[config.mk]
export PLATFORM = sky130hd
export DESIGN_NAME = dffs_vector_sweeper
export DESIGN_NICKNAME = d
export VERILOG_FILES = /design/src/rtl/dffs_vector_sweeper.sv
export SDC_FILE = /design/constraint.sdc
export NUM_CORES = 1
export LEC_CHECK = 0
export BUFFER_PORTS_ARGS = -buffer_cell sky130_fd_sc_hd__buf_2
export CORE_MARGIN = 1.5
export CORE_UTILIZATION = 49
export CTS_CLUSTER_DIAMETER = 40
export DETAILED_ROUTE_END_ITERATION = 8
export HOLD_SLACK_MARGIN = 0.12
export PLACE_DENSITY = 0.73
export SLEW_MARGIN = 20
export SYNTH_ARGS = -nofsm -noshare
export SYNTH_HDL_FRONTEND = slang
export SYNTH_SLANG_ARGS = --single-unit
[constraint.sdc]
create_clock -name CK -period 2.2 [get_ports CK]
set_clock_uncertainty 0.15 [all_clocks]
set_input_delay 0.22 -clock CK [delete_from_list [all_inputs] [get_ports CK]]
set_output_delay 0.22 -clock CK [all_outputs]
set_load 0.05 [all_outputs]
[src/rtl/dffs_vector_sweeper.sv]
// -----------------------------------------------------------------------------
// dffs_vector_sweeper
//
// Stimulus/checker stage for a DFFS cell (D flip-flop with active-low set SN,
// outputs Q/QN). A START request in idle first forces the cell set for
// HOLD_CYCLES cycles. It then applies the eight {D,SN,CK} combinations in
// binary order, holding each for HOLD_CYCLES cycles. In the last hold cycle of
// each vector, Q/QN from the cell are compared against an internal cell model.
//
// Parameters
//   HOLD_CYCLES : cycles each vector (and the init phase) is held, 2..255
//
// Ports
//   CK       in   system clock, everything on the rising edge
//   RST      in   synchronous active-high reset
//   START    in   one-cycle sweep request, honoured only when idle
//   Q_IN     in   Q from the cell under test
//   QN_IN    in   QN from the cell under test
//   D_OUT    out  cell D pin
//   SN_OUT   out  cell SN pin (active-low set)
//   CK_OUT   out  cell CK pin (a data bit here, not a clock)
//   BUSY     out  sweep in progress
//   DONE     out  one-cycle pulse at sweep end
//   PASS     out  last completed sweep had no mismatches
//   ERR_CNT  out  mismatching vectors in the last/current sweep (0..8)
//   FAIL_VEC out  bit i set when vector i mismatched
//   VEC_IDX  out  index of the vector currently applied
// -----------------------------------------------------------------------------
module dffs_vector_sweeper #(
  parameter int unsigned HOLD_CYCLES = 4
) (
  input  logic       CK,
  input  logic       RST,
  input  logic       START,
  input  logic       Q_IN,
  input  logic       QN_IN,
  output logic       D_OUT,
  output logic       SN_OUT,
  output logic       CK_OUT,
  output logic       BUSY,
  output logic       DONE,
  output logic       PASS,
  output logic [3:0] ERR_CNT,
  output logic [7:0] FAIL_VEC,
  output logic [2:0] VEC_IDX
);

  localparam logic [1:0] ST_IDLE   = 2'd0;
  localparam logic [1:0] ST_INIT   = 2'd1;
  localparam logic [1:0] ST_APPLY  = 2'd2;
  localparam logic [1:0] ST_FINISH = 2'd3;

  localparam logic [7:0] HOLD_LAST = 8'(HOLD_CYCLES - 1);

  // Pin order inside pins_q is {D, SN, CK}; it equals the vector index.
  localparam logic [2:0] PINS_INIT = 3'b000;
  localparam logic [2:0] PINS_REST = 3'b010;

  logic [1:0] state_q, state_d;
  logic [7:0] cnt_q,   cnt_d;
  logic [2:0] vec_q,   vec_d;
  logic [2:0] pins_q,  pins_d;
  logic       model_q, model_d;
  logic       busy_q,  busy_d;
  logic       done_q,  done_d;
  logic       pass_q,  pass_d;
  logic [3:0] err_q,   err_d;
  logic [7:0] fail_q,  fail_d;
  logic       mismatch_s;

  // Cell model: set dominates, otherwise capture D on a CK rise relative to
  // the previously applied vector, otherwise hold.
  function automatic logic next_model(input logic [2:0] pins_new,
                                      input logic       ck_prev,
                                      input logic       q_prev);
    logic q;
    if (pins_new[1] == 1'b0) begin
      q = 1'b1;
    end else if ((ck_prev == 1'b0) && (pins_new[0] == 1'b1)) begin
      q = pins_new[2];
    end else begin
      q = q_prev;
    end
    return q;
  endfunction

  // Case-equality so that an X or Z from the cell counts as a mismatch.
  assign mismatch_s = !((Q_IN === model_q) && (QN_IN === ~model_q));

  // Sweep sequencing, model update and result accumulation.
  always_comb begin
    state_d = state_q;
    cnt_d   = cnt_q;
    vec_d   = vec_q;
    pins_d  = pins_q;
    model_d = model_q;
    busy_d  = busy_q;
    done_d  = 1'b0;
    pass_d  = pass_q;
    err_d   = err_q;
    fail_d  = fail_q;
    case (state_q)
      ST_IDLE: begin
        if (START) begin
          state_d = ST_INIT;
          cnt_d   = 8'd0;
          vec_d   = 3'd0;
          pins_d  = PINS_INIT;
          model_d = 1'b1;
          busy_d  = 1'b1;
          pass_d  = 1'b0;
          err_d   = 4'd0;
          fail_d  = 8'd0;
        end else begin
          state_d = ST_IDLE;
        end
      end
      ST_INIT: begin
        if (cnt_q == HOLD_LAST) begin
          state_d = ST_APPLY;
          cnt_d   = 8'd0;
          vec_d   = 3'd0;
          pins_d  = 3'd0;
          model_d = next_model(3'd0, pins_q[0], model_q);
        end else begin
          cnt_d = cnt_q + 8'd1;
        end
      end
      ST_APPLY: begin
        if (cnt_q == HOLD_LAST) begin
          if (mismatch_s) begin
            fail_d[vec_q] = 1'b1;
            err_d         = err_q + 4'd1;
          end else begin
            err_d = err_q;
          end
          cnt_d = 8'd0;
          if (vec_q == 3'd7) begin
            // PASS must include the verdict of this final sample.
            state_d = ST_FINISH;
            vec_d   = 3'd0;
            pins_d  = PINS_REST;
            busy_d  = 1'b0;
            done_d  = 1'b1;
            pass_d  = (err_d == 4'd0);
          end else begin
            state_d = ST_APPLY;
            vec_d   = vec_q + 3'd1;
            pins_d  = vec_q + 3'd1;
            model_d = next_model(vec_q + 3'd1, pins_q[0], model_q);
          end
        end else begin
          cnt_d = cnt_q + 8'd1;
        end
      end
      ST_FINISH: begin
        // START during the DONE cycle is deliberately not accepted.
        state_d = ST_IDLE;
      end
      default: begin
        state_d = ST_IDLE;
      end
    endcase
  end

  // State registers with synchronous reset; an abort gives no DONE pulse.
  always_ff @(posedge CK) begin
    if (RST) begin
      state_q <= ST_IDLE;
      cnt_q   <= 8'd0;
      vec_q   <= 3'd0;
      pins_q  <= PINS_REST;
      model_q <= 1'b0;
      busy_q  <= 1'b0;
      done_q  <= 1'b0;
      pass_q  <= 1'b0;
      err_q   <= 4'd0;
      fail_q  <= 8'd0;
    end else begin
      state_q <= state_d;
      cnt_q   <= cnt_d;
      vec_q   <= vec_d;
      pins_q  <= pins_d;
      model_q <= model_d;
      busy_q  <= busy_d;
      done_q  <= done_d;
      pass_q  <= pass_d;
      err_q   <= err_d;
      fail_q  <= fail_d;
    end
  end

  assign D_OUT    = pins_q[2];
  assign SN_OUT   = pins_q[1];
  assign CK_OUT   = pins_q[0];
  assign BUSY     = busy_q;
  assign DONE     = done_q;
  assign PASS     = pass_q;
  assign ERR_CNT  = err_q;
  assign FAIL_VEC = fail_q;
  assign VEC_IDX  = vec_q;

endmodule

==> flow_summary.yaml <==
layout:
  seqCellArea_um2: 602
  post-route-cell-area_um2: 1980
  multiInputGateArea_um2: 990
  area_delta_synth_final_pct: 19.0
  final_nets: 239
  fillers: 288
  drive_gt1_share_pct: 23.1
  antennaDiodeCount: 0
  final_util_pct: 63.2
  instances_no_fill: 269
clock_tree:
  clk_path_buf_depth: 2
  cts_tree: "done"
  root_buffer: "clkbuf_4"
  cts_sinks: 30
  cts_made_buffers: 5
  h-tree-depth: 2
  clkTransAtPathRegs_ns: 0.08
  clkLatencyLatePin_ns: 0.33
routing:
  avgRoutedWirePerCell_um: 15.3
  vias_per_cell: 5.92
  drc: 0
  firstDrtPassIters: 4
  finalWirelength_mm: 4.11
  num_vias: 1592
  drtAntennaViolNets: 0
  drtIter0Drc: 94
sta:
  setup_viol: 0
  finalHoldViolations: 0
  max_freq_ghz: 0.473
  report.final.slew_viol_count: 0
  post-route-min-period_ns: 2.12
  slew_headroom_pct: 58.2
  worst_slew_pin_slew_ns: 0.625
  finalSetupTns_ns: 0
  period_share_pct: 96.2
place:
  place_area_um2: 1850
  place.gp.congestion: 0.863
  hpwl_mm: 3.11
  numPortBuffers: 25
  dp.cells: 259
yosys:
  post_synth_and_or_nand_nor_area_fraction_pct: 27.7
  synthTopCellsByCount: "30 x dfxtp_1, 17 x nand2_1, 13 x a21oi_1, 13 x nor2_1"
  synth_nets: 206
  synth_compound_area_share_pct: 20.9
  ys.flop_type: "dfxtp_1"
  ys_types: 51
  yosysTopAreaCell: "dfxtp_1"
  synth-async-reset-ratio_pct: 0
  synth_most_common_cell: "dfxtp_1"
  synth-seq-cells: 30
  synthCells: 192
  synth_edf_count: 0
  synth_top_area_share_pct: 36.1
  ys_warn_count: 0
  synth-adder-area-share_pct: 6.77
  synthTopCellsByArea: "dfxtp_1 36%, ha_1 6.8%, a21oi_1 3.9%"
  synth_top_family_by_area: "simple AND/OR/NAND/NOR gates"
  syn-cell-area_um2: 1660
  synth_xor_area_share_pct: 2.63
  synth_mux_area_share_pct: 0.602
  synth_area_per_cell_um2: 8.66
  yosysSeqAreaShare_pct: 36.1
power:
  powerDensity_nw_per_um2: 966
  totalPowerFinal_mw: 1.91
  peakVddDrop_mv: 0.634
  cellLeakagePower_nw: 0.757
worst_setup_path:
  cp_num_cells: 5
  cp_slowest_stage_delay_ns: 0.51
  critical_path_class: "flop to flop"
  critPathLaunchType: "flop"
  slowest_stage: "or4b_4"
  reg2reg_depth: 5
  crit_path_max_fanout: 6
  cp_top_family: "simple AND/OR/NAND/NOR gates"
  crit_arrival_ns: 2.19
  crit_chain: "ha_4, or4b_4, nor4_4, nand2b_1, a311oi_1"
  path_buf_inv: 0
  cp-end-kind: "flop"
  reg2reg_setup_slack_ns: 0.08
  required_ns: 2.27
run:
  drv_cap: 0
die:
  die_w_um: 61.3
  top_level_ports: 26
  floorplan.initialDensity_pct: 53.2
  coreArea_um2: 3130
  rows: 20
  die_area_um2: 3750
  die_h_um: 61.3
global_routing:
  gr-total-overflow: 0
  grt_pass1_vias: 1462
  antenna_found_initial: 0
  track_usage_pct: 24.1
  grt_pass1_wl_mm: 6.69
  grt_max_degree: 17
min_path:
  hp-class: "input port to flop"
  holdPathStages: 4
outcome:
  run_status: "finished clean"
-- what timing repair did --
action	CTS	global route
buffers inserted	0	1
hold buffers	2	0
setup endpoints to repair	0	4
resized for setup	0	4
hold endpoints to repair	5	0
-- cells in the final DEF (no fill, tap or decap), drive strengths merged, types with 2 or more instances in the layout --
cell	Yosys	routed
ha	9	9
a311oi	2	2
xnor2	4	4
buf	7	34
nor2	13	13
a21oi	13	13
nand2b	3	3
nor3	5	5
inv	10	10
nor2b	2	2
or4	3	3
nand4	3	3
o41ai	8	8
o21ai	15	15
nand2	17	17
dlygate4sd3	0	2
or3	2	2
nor4	4	4
nor4b	4	4
a211oi	4	4
nor3b	3	3
clkbuf	3	6
nand4b	2	2
nand3	6	6
a31oi	4	4
dfxtp	30	30
-- area by class of cell --
cell class,instances,area share (%)
Inverter,10,1.90
Clock buffer,6,2.59
Tap cell,44,2.78
Multi-Input combinational cell,142,50.0
Sequential cell,30,30.4
Timing Repair Buffer,36,10.8
Clock inverter,1,1.52
-- registers in the layout, indices dropped and copies added, names as in the netlist --
register / flops
pins_q: 1
state_q: 2
VEC_IDX: 3
model_q: 1
ERR_CNT: 4
FAIL_VEC: 8
BUSY: 1
PASS: 1
cnt_q: 8
DONE: 1
-- worst paths after layout --
| path | to | start |
|---|---|---|
| hold reg to reg | FAIL_VEC[4] | FAIL_VEC[4] |
| setup reg to reg | ERR_CNT[3] | cnt_q[1] |
| hold / removal | ERR_CNT[0] | Q_IN |
| setup / recovery | ERR_CNT[3] | cnt_q[1] |
-- stage by stage --
| step | hold slack (ns) | worst slack [ns] |
|---|---|---|
| 2_1_floorplan | 0.256 | 0.0797 |
| 3_3_place_gp | 0.277 | 0.181 |
| 3_5_place_dp | 0.284 | 0.0730 |
| 4_1_cts | 0.282 | 0.0306 |
| 5_1_grt | 0.319 | -0.0707 |
| 6_report | 0.298 | 0.0843 |
-- logic make-up after synthesis --
| family | Yosys count |
|---|---|
| AND/OR/NAND/NOR | 74 |
| AO/OA/AOI/OAI | 53 |
| flip-flops | 30 |
| buffers and inverters | 20 |
| adder cells (fa/ha/maj) | 9 |
| XOR/XNOR | 5 |
| multiplexers | 1 |
-- worst reg2reg max path: stages, from the launching register on --
cell and delay [ns]:
dfxtp_1 0.39, ha_4 0.17, or4b_4 0.51, nor4_4 0.37
nand2b_1 0.10, a311oi_1 0.31
-- where the power goes --
group          switching (mW)  internal [mW]  total [mW]  leakage [nW]
combinational           0.528          0.286       0.814         0.469
sequential             0.0508          0.602       0.653         0.244
clock                   0.180          0.264       0.444        0.0443
total                   0.758           1.15        1.91         0.757
-- per-layer routing --
layer | share of wire (%) | GRT usage, % | up-vias
met2 | 49 | 40.3 | 45
met4 | 0.97 | 6.52 | 0
li1 | - | - | 788
met3 | 4.7 | 6.30 | 6
met1 | 46 | 30.8 | 753
met5 | 0 | 0 | -
Power figures use the tool's default switching activity.
